File: src/rtl/rr_index_arbiter_if.sv
// Request/grant bundle between four requesters and rr_index_arbiter.
// The timeout pulse exists only when RR_ARB_TIMEOUT_EN is defined.
interface rr_index_arbiter_if;
  logic [3:0] req;
  logic       done;
  logic [1:0] gnt_idx;
  logic       gnt_vld;
  logic       busy;
`ifdef RR_ARB_TIMEOUT_EN
  logic       timeout;
`endif

  modport master (
    input  req,
    input  done,
    output gnt_idx,
    output gnt_vld,
`ifdef RR_ARB_TIMEOUT_EN
    output timeout,
`endif
    output busy
  );

  modport slave (
    output req,
    output done,
    input  gnt_idx,
    input  gnt_vld,
`ifdef RR_ARB_TIMEOUT_EN
    input  timeout,
`endif
    input  busy
  );
endinterface

File: src/rtl/rr_index_arbiter.sv
// Four-requester round-robin arbiter with a registered 2-bit grant index.
// Define RR_ARB_TIMEOUT_EN to add the MAX_HOLD forced release and timeout pulse.
module rr_index_arbiter #(
  parameter int MAX_HOLD = 15
) (
  input logic                clk,
  input logic                rst,
  rr_index_arbiter_if.master bus
);

  typedef enum logic {IDLE, GRANT} state_t;

  state_t     state;
  logic [1:0] ptr;
  logic [1:0] gnt_idx_q;
  logic       gnt_vld_q;
  logic       pick_vld;
  logic [1:0] pick_idx;
  logic [1:0] cand;
  logic       rel_now;
  logic       hold_hit;

`ifdef RR_ARB_TIMEOUT_EN
  logic [7:0] hold_cnt;
  logic       timeout_q;
`endif

  if (MAX_HOLD < 1 || MAX_HOLD > 255) begin : g_max_hold_range
    $error("rr_index_arbiter: MAX_HOLD must be within 1..255");
  end

  // Scan from the highest offset down so the requester closest to ptr wins.
  always_comb begin
    pick_vld = 1'b0;
    pick_idx = ptr;
    cand     = 2'b00;
    for (int i = 3; i >= 0; i--) begin
      cand = ptr + 2'(i);
      if (bus.req[cand]) begin
        pick_vld = 1'b1;
        pick_idx = cand;
      end
    end
  end

  always_comb begin
    hold_hit = 1'b0;
`ifdef RR_ARB_TIMEOUT_EN
    hold_hit = (hold_cnt == 8'(MAX_HOLD - 1));
`endif
    rel_now = bus.done || !bus.req[gnt_idx_q] || hold_hit;
  end

  always_ff @(posedge clk) begin
    if (rst) begin
      state     <= IDLE;
      ptr       <= 2'b00;
      gnt_idx_q <= 2'b00;
      gnt_vld_q <= 1'b0;
`ifdef RR_ARB_TIMEOUT_EN
      hold_cnt  <= 8'd0;
      timeout_q <= 1'b0;
`endif
    end else begin
`ifdef RR_ARB_TIMEOUT_EN
      timeout_q <= 1'b0;
`endif
      case (state)
        IDLE: begin
          if (pick_vld) begin
            state     <= GRANT;
            gnt_idx_q <= pick_idx;
            gnt_vld_q <= 1'b1;
`ifdef RR_ARB_TIMEOUT_EN
            hold_cnt  <= 8'd0;
`endif
          end
        end
        GRANT: begin
`ifdef RR_ARB_TIMEOUT_EN
          hold_cnt <= hold_cnt + 8'd1;
`endif
          // All release causes collapse into one release and one ptr step.
          if (rel_now) begin
            state     <= IDLE;
            gnt_vld_q <= 1'b0;
            ptr       <= gnt_idx_q + 2'd1;
`ifdef RR_ARB_TIMEOUT_EN
            timeout_q <= hold_hit;
`endif
          end
        end
        default: state <= IDLE;
      endcase
    end
  end

  assign bus.gnt_idx = gnt_idx_q;
  assign bus.gnt_vld = gnt_vld_q;
  assign bus.busy    = gnt_vld_q;
`ifdef RR_ARB_TIMEOUT_EN
  assign bus.timeout = timeout_q;
`endif

endmodule
File: src/flat_wrapper.sv
// flat-port wrapper written by rule: the top's interface ports become plain ports
module rr_index_arbiter_flat 
#(
  parameter int MAX_HOLD = 15
)
  (clk, rst, bus_req, bus_done, bus_gnt_idx, bus_gnt_vld, bus_busy);
  rr_index_arbiter_if bus_i ();
  input logic clk;
  input logic rst;
  input wire logic [$bits(bus_i.req)-1:0] bus_req;
  input wire logic [$bits(bus_i.done)-1:0] bus_done;
  output wire logic [$bits(bus_i.gnt_idx)-1:0] bus_gnt_idx;
  output wire logic [$bits(bus_i.gnt_vld)-1:0] bus_gnt_vld;
  output wire logic [$bits(bus_i.busy)-1:0] bus_busy;
  assign bus_i.req = bus_req;
  assign bus_i.done = bus_done;
  assign bus_gnt_idx = bus_i.gnt_idx;
  assign bus_gnt_vld = bus_i.gnt_vld;
  assign bus_busy = bus_i.busy;
  rr_index_arbiter #(.MAX_HOLD(MAX_HOLD)) u_core (.clk(clk), .rst(rst), .bus(bus_i));
endmodule
File: config.mk
export PLATFORM = sky130hd
export DESIGN_NAME = rr_index_arbiter_flat
export DESIGN_NICKNAME = d
export VERILOG_FILES = /design/src/rtl/rr_index_arbiter_if.sv /design/src/rtl/rr_index_arbiter.sv /design/src/flat_wrapper.sv
export SDC_FILE = /design/constraint.sdc
export NUM_CORES = 1
export LEC_CHECK = 0
export CAP_MARGIN = 20
export CORE_AREA = 2 2 39 41
export DETAILED_ROUTE_END_ITERATION = 7
export DIE_AREA = 0 0 41 43
export GPL_TIMING_DRIVEN = 0
export SLEW_MARGIN = 15
export SYNTH_ARGS = -nofsm -noshare
export SYNTH_HDL_FRONTEND = slang
export SYNTH_SLANG_ARGS = --single-unit
File: constraint.sdc
create_clock -name clk -period 1.3 [get_ports clk]
set_clock_uncertainty 0.15 [all_clocks]
set_input_delay 0.26 -clock clk [delete_from_list [all_inputs] [get_ports clk]]
set_output_delay 0.26 -clock clk [all_outputs]
set_load 0.01 [all_outputs]
==> impl_summary.log, run 1 <==
[metrics] total via count after detailed routing: 360
[metrics] unrepaired setup endpoints after global routing: yes
[metrics] number of H-tree branching levels: 1
[metrics] via count of the first global-routing pass: 337
[metrics] required time worst endpoint: ~1.3 ns
[metrics] fin. max-slew vios: 0
[metrics] total global-route track usage: roughly an eighth
[metrics] DRC violation total after the first TritonRoute iteration: 6
[metrics] antenna diode count: 0
[metrics] post-synthesis simple-gate area fraction: 31.2%
[metrics] total nets after synthesis: 47
[metrics] global-route wire length before repair: 1.42 mm
[metrics] Achievable Freq: just over 0.7 GHz
[metrics] Buf/Inv on CP: 0
[metrics] count of input and output buffers: 10
[metrics] top post-synthesis cells by area: sky130_fd_sc_hd__dfxtp_1, sky130_fd_sc_hd__mux2i_1, sky130_fd_sc_hd__nor2b_1, sky130_fd_sc_hd__nor2_1, sky130_fd_sc_hd__o221ai_2
[metrics] Overflow after GRT: 0
[metrics] first-pass detailed-route iteration total: 4
[metrics] library cell with the largest summed area after synthesis: sky130_fd_sc_hd__dfxtp_1
[metrics] fraction of the mapped netlist area in adder cells: 0%
[metrics] hold-critical path depth: 3
[metrics] Cell Area, Synth: 345 µm²
[metrics] Die Area: 0.00176 mm²
[metrics] fraction of layout instances using a drive strength above 1: between 40% and 50%
[metrics] root cell of the clock tree: sky130_fd_sc_hd__clkbuf_4
[metrics] Critical Setup Path Class: register to register
[metrics] CTS tree: built
[metrics] number of clock buffers inserted by TritonCTS: 3
[metrics] area grow syn2layout: 71.4%
[metrics] fraction of synthesized area in multiplexers: 8.70%
[metrics] maximum number of pins on one net before global-route repair: 8
[metrics] max capacitance violation total: 0
[metrics] Die Y-Extent: 43 µm
[metrics] Yosys Warn Count: 0
[metrics] Clk pin slew, worst setup/hold paths: approximately 0.050 ns
[metrics] Post-route DRC: 0
[metrics] parity-gate share of the synthesized area counting xor and xnor cells: around 2.5%
[metrics] number of cells on the critical path: 3
[metrics] critical-path cell with the highest stage delay: sky130_fd_sc_hd__or4_1
[metrics] post-route fraction of the period consumed by the critical path: 107%
[metrics] Clk Latency, worst-skew pair: 0.24 ns
[metrics] main combinational cell family by area after synthesis: simple AND/OR/NAND/NOR gates
[metrics] register area share after synthesis: 34.8%
[metrics] worst hold path type: input pin to register
[metrics] static leakage: between 0.0002 and 0.00025 µW
[metrics] kind of end point of the critical path: register
[metrics] buffer levels on the longest clock path: 2
[metrics] Seq cells post-synth: 6
[metrics] data arrival time of the critical path: 1.39 ns
[metrics] Worst-Margin Slew: 0.333 ns
[metrics] CP max FO: 5
[metrics] number of different library cells in the post-synthesis netlist: 23
[metrics] effective utilization at floorplan: 25.0%
[metrics] Via density: 4.86
[metrics] average wire length per cell after detail routing: approximately 12 µm
[metrics] cell depth of the worst flop-to-flop path: 3
[metrics] Max rail drop VDD: roughly 0.0006 V
[metrics] CTS Hold Buffers Added: 0
[metrics] critical path startpoint category: register
[metrics] Pwr per Cell Area: 992 mW/mm²
[metrics] Power, Total: 587 µW
[metrics] setup slack after layout: -0.0927 ns
[metrics] outcome: finished with violations
[metrics] number of nets with antenna violations after routing: 0
[metrics] floorplan die width: 41 µm
[metrics] mean area per synthesized cell: 8.63 µm²
[metrics] crit path cell chain: nor3_2, or4_1, a311oi_1
[metrics] layout net count: 67
[metrics] total count of hold-check failures in the final report: 0
[metrics] headroom to the max-slew limit: 77.6%
[metrics] HPWL reported at the end of detailed placement: 596 µm
[metrics] Setup violations, final: 5
[metrics] Placed Cells: 66
[metrics] total routed wirelength: 853 µm
[metrics] count of clock tree sinks: 6
[metrics] number of rows in the core area: 14
[metrics] Post-Syn Instances: 40
[metrics] violations in the final reports: setup timing
[metrics] Worst path top cell family by delay: simple AND/OR/NAND/NOR gates
[metrics] antenna violations before repair: 0
[metrics] final critical-path required period: 1.39 ns
[metrics] hold slack: 0.278 ns
[metrics] Post-Route Utilization: 42.8%
[metrics] stage delay of the slowest cell on the critical path: 0.51 ns
[metrics] Non-Filler Instances: between 70 and 80
[metrics] standard cell core area: 0.00138 mm²
[metrics] number of primary I/O pins: 11
[metrics] area fraction in compound gates after synthesis: 19.6%
[metrics] placer congestion estimate: 0.688
[metrics] area share of the largest cell type after synthesis: 34.8%
-- cell type report --
cell class / instances / area, µm²
buffer: 1 / 7.51
inverter: 1 / 3.75
fill: 137 / 792
clock buffer: 3 / 22.5
sequential: 6 / 134
timing repair buffer: 15 / 126
multi-input combinational: 32 / 278
tap: 16 / 20.0
-- Yosys cell counts --
library cell and number:
sky130_fd_sc_hd__nand2_1 2, sky130_fd_sc_hd__a21oi_1 2, sky130_fd_sc_hd__o221ai_1 1, sky130_fd_sc_hd__nor3_1 2, sky130_fd_sc_hd__o21a_1 1, sky130_fd_sc_hd__a311oi_1 1, sky130_fd_sc_hd__nor4_1 1, sky130_fd_sc_hd__buf_4 1
sky130_fd_sc_hd__nor3b_1 1, sky130_fd_sc_hd__nand2b_1 1, sky130_fd_sc_hd__a21boi_0 1, sky130_fd_sc_hd__dfxtp_1 6, sky130_fd_sc_hd__nor2_1 4, sky130_fd_sc_hd__inv_1 1, sky130_fd_sc_hd__or2_2 2, sky130_fd_sc_hd__or4_1 1
sky130_fd_sc_hd__and2b_1 1, sky130_fd_sc_hd__xor2_1 1, sky130_fd_sc_hd__o21ai_0 2, sky130_fd_sc_hd__and2b_2 1, sky130_fd_sc_hd__o221ai_2 1, sky130_fd_sc_hd__mux2i_1 3, sky130_fd_sc_hd__nor2b_1 3
-- per-layer routing --
metal	GRT usage (%)	routed length [µm]	vias up
met1	15.2	374	169
met4	4.00	0	0
met2	18.1	429	7
li1	-	-	184
met3	4.71	50	0
met5	0	0	-
-- repair_timing --
item | in CTS | in global routing
resized for setup | 20 | 13
cloned | 0 | 0
setup endpoints to repair | 10 | 7
buffers inserted | 2 | 3
pin swaps | 1 | 3
-- cell usage in the layout, fill, tap and decap left out, drive strengths merged --
cell type      count
inv                1
nor3               2
a21boi             1
xor2               1
nand2b             1
o221ai             2
buf                7
nor2               4
nand2              2
o21ai              2
clkbuf             6
a21oi              2
clkdlybuf4s15      2
o21a               1
dlygate4sd2        3
mux2i              3
or2                2
clkdlybuf4s50      1
nor2b              3
dfxtp              6
a311oi             1
and2b              2
nor4               1
nor3b              1
or4                1
-- sequential cells by signal, indices dropped and copies added, names as in the netlist --
signal              count
u_core.bus.gnt_idx      2
u_core.ptr              2
u_core.bus.busy         1
u_core.state            1
-- metrics by stage --
step	setup slack [ns]	TNS (ns)	cell area (µm²)
floorplan	-0.0395	-0.0678	357
global placement	-0.668	-3.12	477
detailed placement	-0.652	-3.18	477
CTS	-0.142	-0.462	546
global route	-0.123	-0.553	592
finish	-0.0927	-0.261	592
-- path summary, 6_finish.rpt --
path / startpoint / endpoint / slack [ns]
setup reg to reg: u_core.ptr[1]$_SDFFE_PP0P_ / u_core.bus.gnt_idx[1]$_SDFFE_PP0P_ / -0.09
hold reg to reg: u_core.bus.busy$_SDFFE_PP0P_ / u_core.bus.busy$_SDFFE_PP0P_ / 0.31
hold / removal: bus_req[0] / u_core.state$_SDFF_PP0_ / 0.28
setup / recovery: u_core.ptr[1]$_SDFFE_PP0P_ / u_core.bus.gnt_idx[1]$_SDFFE_PP0P_ / -0.09
-- logic make-up (layout without fill, tap and decap cells) --
kind of cell / after synthesis / after routing
and+or+nand+nor: 19 / 19
AOI/OAI and AO/OA: 9 / 9
DFF: 6 / 6
muxes: 3 / 3
buffers and inverters: 2 / 20
xor gates and xnor gates: 1 / 1
-- where the power goes --
part	switching (µW)	leakage, µW	internal, µW
Combinational	76.5	0.000173	109
Clock	67.0	0.0000138	104
Sequential	24.6	0.0000523	206
-- tightest hold or removal path: stages --
cell                       delay [ns]
sky130_fd_sc_hd__clkbuf_2        0.16
sky130_fd_sc_hd__nor4_2          0.08
sky130_fd_sc_hd__a21boi_1        0.13
(Power assumes the default switching activity.)
==> inputs of run 2 (changes only) <==
--- a/config.mk
+++ b/config.mk
@@ -5,10 +5,11 @@
 export SDC_FILE = /design/constraint.sdc
 export NUM_CORES = 1
 export LEC_CHECK = 0
-export CAP_MARGIN = 20
-export CORE_AREA = 2 2 39 41
+export ABC_AREA = 1
+export CORE_MARGIN = 2
+export CORE_UTILIZATION = 37
 export DETAILED_ROUTE_END_ITERATION = 7
-export DIE_AREA = 0 0 41 43
+export DONT_BUFFER_PORTS = 1
 export GPL_TIMING_DRIVEN = 0
 export SLEW_MARGIN = 15
 export SYNTH_ARGS = -nofsm -noshare
==> impl_summary.log, run 2 <==
[metrics] outcome: finished with violations (unchanged)
[metrics] violations in the final reports: setup timing (unchanged)
[metrics] effective utilization at floorplan: 40.0% (was 25.0%)
[metrics] maximum number of pins on one net before global-route repair: 8 (unchanged)
[metrics] final critical-path required period: 1.44 ns (was 1.39 ns)
[metrics] combinational fraction of design power: 46.6% (was 31.6%)
[metrics] standard cell core area: 0.00132 mm² (was 0.00138 mm²)
[metrics] share of total power in sequential cells: 33.3% (was 39.2%)
[metrics] total nets after synthesis: 96 (was 47)
[metrics] parity-gate share of the synthesized area counting xor and xnor cells: 0% (was 2.54%)
[metrics] max capacitance violation total: 0 (unchanged)
[metrics] Post-Syn Instances: 89 (was 40)
[metrics] fraction of synthesized area in multiplexers: 0% (was 8.70%)
[metrics] Fillers: 142 (was 137)
[metrics] Critical Setup Path Class: register to register (unchanged)
[metrics] Cell Area, Synth: 527 µm² (was 345 µm²)
[metrics] Clk Latency, worst-skew pair: 0.24 ns (about the same)
[metrics] total global-route track usage: 14.1% (was 12.1%)
[metrics] via count of the first global-routing pass: 540 (was 337)
[metrics] post-synthesis simple-gate area fraction: 51.3% (was 31.2%)
[metrics] fraction of the mapped netlist area in adder cells: 0% (unchanged)
[metrics] total routed wirelength: 1.11 mm (was 853 µm)
[metrics] root cell of the clock tree: sky130_fd_sc_hd__clkbuf_4 (unchanged)
[metrics] Worst-Margin Slew: 0.167 ns (was 0.333 ns)
[metrics] most frequent standard cell in the layout excluding fill and tap cells: sky130_fd_sc_hd__nand2_1 (was sky130_fd_sc_hd__buf_4)
[metrics] number of rows in the core area: 13 (was 14)
[metrics] cell area after layout: 611 µm² (was 592 µm²)
[metrics] DRC violation total after the first TritonRoute iteration: 12 (was 6)
[metrics] count of input and output buffers: 0 (was 10)
[metrics] fraction of power spent switching nets: 41.0% (was 28.6%)
[metrics] most frequent cell after synthesis: sky130_fd_sc_hd__nand2_1 (was sky130_fd_sc_hd__dfxtp_1)
[metrics] area fraction in compound gates after synthesis: 10.9% (was 19.6%)
[metrics] fin. max-slew vios: 0 (unchanged)
[metrics] CTS Hold Buffers Added: 0 (unchanged)
[metrics] number of nets with antenna violations after routing: 0 (unchanged)
[metrics] worst reg2reg path startpoint: u_core.ptr[0]$_SDFFE_PP0P_ (was u_core.ptr[1]$_SDFFE_PP0P_)
[metrics] antenna violations before repair: 0 (unchanged)
[metrics] HPWL reported at the end of detailed placement: 846 µm (was 596 µm)
[metrics] Setup violations, final: 3 (was 5)
[metrics] Post-route DRC: 0 (unchanged)
[metrics] area share of the largest cell type after synthesis: 22.8% (was 34.8%)
[metrics] unrepaired setup endpoints after global routing: yes (unchanged)
[metrics] CP max FO: 7 (was 5)
[metrics] Yosys Warn Count: 0 (unchanged)
[metrics] CTS tree: built (unchanged)
[metrics] number of clock buffers inserted by TritonCTS: 3 (unchanged)
[metrics] average wire length per cell after detail routing: 10.1 µm (was 11.5 µm)
[metrics] number of different library cells in the post-synthesis netlist: 18 (was 23)
[metrics] post-route fraction of the period consumed by the critical path: 111% (was 107%)
[metrics] buffer levels on the longest clock path: 2 (unchanged)
[metrics] top post-synthesis cells by area: sky130_fd_sc_hd__dfxtp_1, sky130_fd_sc_hd__nand2_1, sky130_fd_sc_hd__inv_1, sky130_fd_sc_hd__nand3_1, sky130_fd_sc_hd__nand2_2 (was sky130_fd_sc_hd__dfxtp_1, sky130_fd_sc_hd__mux2i_1, sky130_fd_sc_hd__nor2b_1, sky130_fd_sc_hd__nor2_1, sky130_fd_sc_hd__o221ai_2)
[metrics] required time worst endpoint: 1.28 ns (was 1.30 ns)
[metrics] Seq cells post-synth: 6 (unchanged)
[metrics] total via count after detailed routing: 523 (was 360)
[metrics] global-route wire length before repair: 1.93 mm (was 1.42 mm)
[metrics] Post-Route Utilization: 46.3% (was 42.8%)
[metrics] Power, Total: 814 µW (was 587 µW)
[metrics] hold-critical path depth: 3 (unchanged)
[metrics] leading cell types in the layout, fill and taps excluded: sky130_fd_sc_hd__nand2_1, sky130_fd_sc_hd__inv_1, sky130_fd_sc_hd__nand2_2 (was sky130_fd_sc_hd__buf_4, sky130_fd_sc_hd__nor2_1)
[metrics] kind of end point of the critical path: register (unchanged)
[metrics] Max rail drop VDD: 0.000543 V (was 0.000602 V)
[metrics] hold slack: 0.109 ns (was 0.278 ns)
[metrics] total count of hold-check failures in the final report: 0 (unchanged)
[metrics] FF-to-FF End: u_core.bus.gnt_idx[0]$_SDFFE_PP0P_ (was u_core.bus.gnt_idx[1]$_SDFFE_PP0P_)
[metrics] mean area per synthesized cell: 5.92 µm² (was 8.63 µm²)
[metrics] Clk pin slew, worst setup/hold paths: 0.04 ns (was 0.05 ns)
[metrics] main combinational cell family by area after synthesis: simple AND/OR/NAND/NOR gates (unchanged)
[metrics] antenna diode count: 0 (unchanged)
[metrics] Die Y-Extent: 41.7 µm (was 43 µm)
[metrics] Die Area: 0.00174 mm² (was 0.00176 mm²)
[metrics] critical hold path startpoint: rst (was bus_req[0])
[metrics] number of enable-type register cells in the synthesized netlist: 0 (unchanged)
[metrics] share of synthesized registers carrying an async set or reset: 0% (unchanged)
[metrics] cell depth of the worst flop-to-flop path: 11 (was 3)
[metrics] setup tns final: -0.217 ns (was -0.261 ns)
[metrics] fraction of layout instances using a drive strength above 1: 30.5% (was 48.3%)
[metrics] count of clock tree sinks: 6 (unchanged)
[metrics] switching power summed over all nets: 334 µW (was 168 µW)
[metrics] placer congestion estimate: 0.753 (was 0.688)
[metrics] number of primary I/O pins: 11 (unchanged)
[metrics] clock network power share: 20.1% (was 29.2%)
[metrics] R2R setup slack: -0.14 ns (was -0.09 ns)
[metrics] internal power: 480 µW (was 419 µW)
[metrics] data arrival time of the critical path: 1.42 ns (was 1.39 ns)
[metrics] predominant post-synthesis flop cell: sky130_fd_sc_hd__dfxtp_1 (unchanged)
[metrics] worst hold path type: input pin to register (unchanged)
[metrics] Achievable Freq: 0.693 GHz (was 0.718 GHz)
[metrics] library cell with the largest summed area after synthesis: sky130_fd_sc_hd__dfxtp_1 (unchanged)
[metrics] layout net count: 104 (was 67)
[metrics] number of H-tree branching levels: 1 (unchanged)
[metrics] hold path endpoint: u_core.bus.gnt_idx[1]$_SDFFE_PP0P_ (was u_core.state$_SDFF_PP0_)
[metrics] placed cell area: 546 µm² (was 477 µm²)
[metrics] first-pass detailed-route iteration total: 4 (unchanged)
[metrics] Via density: 4.75 (was 4.86)
[metrics] critical path startpoint category: register (unchanged)
[metrics] floorplan die width: 41.7 µm (was 41 µm)
[metrics] register area share after synthesis: 22.8% (was 34.8%)
[metrics] Overflow after GRT: 0 (unchanged)
[metrics] top cells by instance count after synthesis: sky130_fd_sc_hd__nand2_1, sky130_fd_sc_hd__inv_1, sky130_fd_sc_hd__nand3_1 (was sky130_fd_sc_hd__dfxtp_1, sky130_fd_sc_hd__nor2_1, sky130_fd_sc_hd__mux2i_1, sky130_fd_sc_hd__nor2b_1)
[metrics] setup slack after layout: -0.143 ns (was -0.0927 ns)
[metrics] Pwr per Cell Area: 1330 mW/mm² (was 992 mW/mm²)
[metrics] area grow syn2layout: 15.9% (was 71.4%)
[metrics] static leakage: 0.000326 µW (was 0.000239 µW)
[metrics] headroom to the max-slew limit: 88.7% (was 77.6%)
-- run 2: worst max-delay path, cell delays in order, from the launching register on --
cell and delay [ns]:
sky130_fd_sc_hd__dfxtp_2 0.33, sky130_fd_sc_hd__buf_6 0.13, sky130_fd_sc_hd__inv_8 0.05, sky130_fd_sc_hd__nand2_4 0.05, sky130_fd_sc_hd__nand2_2 0.05, sky130_fd_sc_hd__and2_4 0.16
sky130_fd_sc_hd__nand2_2 0.05, sky130_fd_sc_hd__nand2_2 0.07, sky130_fd_sc_hd__inv_2 0.07, sky130_fd_sc_hd__nand2_1 0.05, sky130_fd_sc_hd__nor2_1 0.12, sky130_fd_sc_hd__nor2_1 0.06
-- run 2: repair_timing --
action	CTS	global route
cloned	1	0
buffers inserted	1	1
endpoints found under the hold margin	0	0
endpoints found under the setup margin	6	6
pin swaps	0	4
resized for setup	3	8
-- run 2: kinds of logic after synthesis --
family,after synthesis
AND/OR/NAND/NOR,56
flip-flops,6
AO/OA/AOI/OAI,11
buffers and inverters,16
-- run 2: stage by stage --
stage,cells,setup WS [ns]
floorplan,89,-0.000680
global placement,104,-0.123
detailed placement,104,-0.118
CTS,109,-0.126
global route,110,-0.242
finish,110,-0.143
-- run 2: per-layer routing --
metal | GRT usage [%] | vias to the layer above | wire [µm]
met5 | 0 | - | 0
met4 | 7.74 | 0 | 0
met3 | 3.04 | 0 | 20
met2 | 27.2 | 4 | 597
met1 | 13.6 | 227 | 489
li1 | - | 292 | -
-- run 2: power groups by stage --
stage               Combinational (µW)  Clock (µW)  Sequential, µW
floorplan                          300           0             256
global placement                   346           0             264
detailed placement                 347           0             266
CTS                                365         168             265
global route                       430         179             277
finish                             379         164             271
-- run 2: final cells by class --
class | instances | area [µm²] | share of cell area, %
Sequential cell | 6 | 128 | 20.9
Buffer | 2 | 18.8 | 3.07
Timing Repair Buffer | 3 | 20.0 | 3.28
Clock buffer | 3 | 22.5 | 3.69
Inverter | 14 | 60.1 | 9.84
Multi-Input combinational cell | 67 | 343 | 56.1
Tap cell | 15 | 18.8 | 3.07
-- run 2: worst max-delay path by stage --
stage                               start                                  to  cells past startpoint
2_1_floorplan  u_core.ptr[0]$_SDFFE_PP0P_  u_core.bus.gnt_idx[0]$_SDFFE_PP0P_                     11
3_3_place_gp   u_core.ptr[0]$_SDFFE_PP0P_  u_core.bus.gnt_idx[0]$_SDFFE_PP0P_                     11
3_5_place_dp   u_core.ptr[0]$_SDFFE_PP0P_  u_core.bus.gnt_idx[0]$_SDFFE_PP0P_                     11
4_1_cts        u_core.ptr[0]$_SDFFE_PP0P_  u_core.bus.gnt_idx[0]$_SDFFE_PP0P_                     11
5_1_grt        u_core.ptr[0]$_SDFFE_PP0P_  u_core.bus.gnt_idx[0]$_SDFFE_PP0P_                     11
6_report       u_core.ptr[0]$_SDFFE_PP0P_  u_core.bus.gnt_idx[0]$_SDFFE_PP0P_                     11
==> RTL change: new RTL, config.mk and constraints of run 2 <==
Make the reset (`rst`) asynchronous in one clocked block.
--- a/src/rtl/rr_index_arbiter.sv
+++ b/src/rtl/rr_index_arbiter.sv
@@ -52,5 +52,5 @@
   end
 
-  always_ff @(posedge clk) begin
+  always_ff @(posedge clk or posedge rst) begin
     if (rst) begin
       state     <= IDLE;
Function: differs if rst is asserted again (counterexample within 4 cycles, from zero or initial values and one cycle with rst high); with rst held inactive, the same outputs for 10 cycles.
==> RTL change against run 2 <==
  * Design area is 16% higher
  * Maximum frequency is 4.5% lower
  * Synthesized cell count is 3.4% lower
  * Sequential cell count stayed put
  * Wire length is 11% higher
  * Area after synthesis is 0.71% lower
  * Worst setup slack worse by 0.068 ns
  * Critical endpoint is now u_core.bus.gnt_idx[1]$_DFFE_PP0P_
  * The flow still finishes with violations (setup timing)
  * First-iteration DRC count is 75% lower
Power is not compared: it rests on default switching activity, and its combinational part moved more than twofold at a synthesized area within 25%.
==> RTL change: results (changes against run 2) <==
- Bufs on Longest Clock Path: 2 (unchanged)
- DPL Wire Length: 837 microns (was 846 microns)
- Syn. warnings: 0 (unchanged)
- Final setup margin: -0.211 ns (was -0.143 ns)
- Post-synthesis sequential area ratio: 28.7% (was 22.8%)
- CP Capture Point: u_core.bus.gnt_idx[1]$_DFFE_PP0P_ (was u_core.bus.gnt_idx[0]$_SDFFE_PP0P_)
- Most frequent cells after synthesis: 35 x nand2_1, 10 x inv_1, 10 x nand3_1 (was 32 x nand2_1, 12 x inv_1, 8 x nand3_1)
- Clk root buf: clkbuf_4 (unchanged)
- Metal2 WL: 686 microns (was 597 microns)
- Placed insts: 101 (was 104)
- Vias in the first global route: 481 (was 540)
- Ys flop type: dfrtp_1 (was dfxtp_1)
- Largest net degree at the start of global routing: 9 (was 8)
- DP Worst Slack: -0.230 ns (was -0.118 ns)
- Failing checks: setup timing (unchanged)
- N_diodes: 0 (unchanged)
- Worst EP arrival: 1.49 ns (was 1.42 ns)
- Hold Crit Class: input port to flip-flop (unchanged)
- Post-synth ARST share: 100% (was 0%)
- H-tree Lvls: 1 (unchanged)
- Outcome: finished with violations (unchanged)
- Clk_lat worst skew: 0.24 ns (about the same)
- Syn_nets: 93 (was 96)
- RePlAce Congestion: 0.743 (was 0.753)
- Placement Cell Area: 552 sq um (was 546 sq um)
- Via-per-instance ratio: 4.78 (was 4.75)
- Fillers: 141 (was 142)
- Met1 WL: 494 microns (was 489 microns)
- PortBufs: 0 (unchanged)
- Highest metal used: met4 (was met3)
- Worst slew pin tran: 0.219 ns (was 0.167 ns)
- Num CTS Buffers: 3 (unchanged)
- # setup viols final: 6 (was 3)
- Initial antenna violation count: 0 (unchanged)
- DR WL/cell: 10.8 microns (was 10.1 microns)
- Synth cell types: 16 (was 18)
- Leakage: about 0.37 nW
- Worst VDD drop: between 1000 and 1500 uV
- Reg clk slew, reported paths: 0.04 ns (about the same)
- Initial drt markers: 3 (was 12)
- Synth area leaders: dfrtp_1 29%, nand2_1 25%, nand3_1 9.6%, inv_1 7.2%, o21ai_0 6.7% (was dfxtp_1 23%, nand2_1 23%, inv_1 8.6%, nand3_1 7.6%, nand2_2 7.1%)
- Critical path type: flip-flop to flip-flop (unchanged)
- Synthesized area per cell: 6.08 sq um (was 5.92 sq um)
- FF-to-FF Start: u_core.ptr[0]$_DFFE_PP0P_ (was u_core.ptr[0]$_SDFFE_PP0P_)
- Ratio of cells with drive above 1 in the final layout: 43.9% (was 30.5%)
- R2R depth: 10 (was 11)
- CP Max Fanout: 5 (was 7)
- Met3 WL post-DR: 30 microns (was 20 microns)
- GRT Util Overall: 14.4% (was 14.1%)
- First-pass GRT wire length: 1960 microns (was 1930 microns)
- Drt pass-1 iters: 4 (unchanged)
- Cell Count, Final, Fillers Out: 113 (was 110)
==> RTL change: changes by cell type after synthesis, sizes merged, moves of 2 or more <==
| cell | run 2 | this run |
|---|---|---|
| dfrtp | 0 | 6 |
| nand3 | 8 | 10 |
| nor2 | 6 | 3 |
| o21ai | 4 | 7 |
| dfxtp | 6 | 0 |
| a21oi | 5 | 2 |
==> RTL change: worst min path at each step <==
stage	start	endpoint	slack [ns]	cells past startpoint
global route	bus_done	u_core.state$_DFF_PP0_	0.09	3
floorplan	rst	u_core.bus.busy$_DFFE_PP0P_	-0.1	1
CTS	bus_done	u_core.state$_DFF_PP0_	0.06	3
detailed placement	rst	u_core.state$_DFF_PP0_	-0.08	1
global placement	rst	u_core.state$_DFF_PP0_	-0.08	1
finish	bus_done	u_core.state$_DFF_PP0_	0.06	3
==> RTL change: area by class of cell <==
class	count	area [sq um]	area share [%]
clock buffer	3	22.5	3.19
multi-input combinational	65	372	52.7
sequential	6	155	22.0
buffer	2	18.8	2.66
timing repair buffer	9	67.6	9.57
inverter	13	51.3	7.27
tap	15	18.8	2.66
==> RTL change: timing repair <==
action	CTS	global route
hold buffers	1	0
setup buffers	6	1
resized for setup	8	17
hold endpoints to repair	6	0
setup endpoints to repair	6	6
pin swaps	4	14
cloned	1	0
==> RTL change: kinds of logic after synthesis <==
| family | after synthesis | share of synthesized area [%] |
|---|---|---|
| compound gates | 10 | 12.2 |
| flops | 6 | 28.7 |
| buf+inv | 15 | 12.9 |
| xor+xnor | 1 | 1.67 |
| simple gates | 54 | 44.5 |
==> RTL change: critical path, cell delays in order, from the launching register on <==
cell	delay (ns)
dfrtp_2	0.44
buf_6	0.14
nand2_2	0.06
nand2_2	0.08
nand2_2	0.10
buf_4	0.10
nand3_1	0.05
nand3_1	0.07
nand3_1	0.07
nand3_1	0.09
nand2_2	0.05
==> RTL change: per-layer routing <==
layer,up-vias,global-route usage [%]
li1,296,-
met1,232,17.7
met2,10,25.3
met3,2,0.435
met4,0,7.74
met5,-,0
==> RTL change: report_power, final <==
group          switching, mW  total, mW  internal (mW)
sequential             0.171      0.472          0.301
clock                 0.0597      0.164          0.104
combinational          0.826       1.47          0.642
==> RTL change: stage by stage <==
stage          hold slack (ns)  TNS (ns)
6_report                0.0634    -0.943
4_1_cts                 0.0617    -0.963
3_5_place_dp           -0.0802     -1.24
3_3_place_gp           -0.0817     -1.21
5_1_grt                 0.0943     -1.62
2_1_floorplan          -0.0990    -0.327
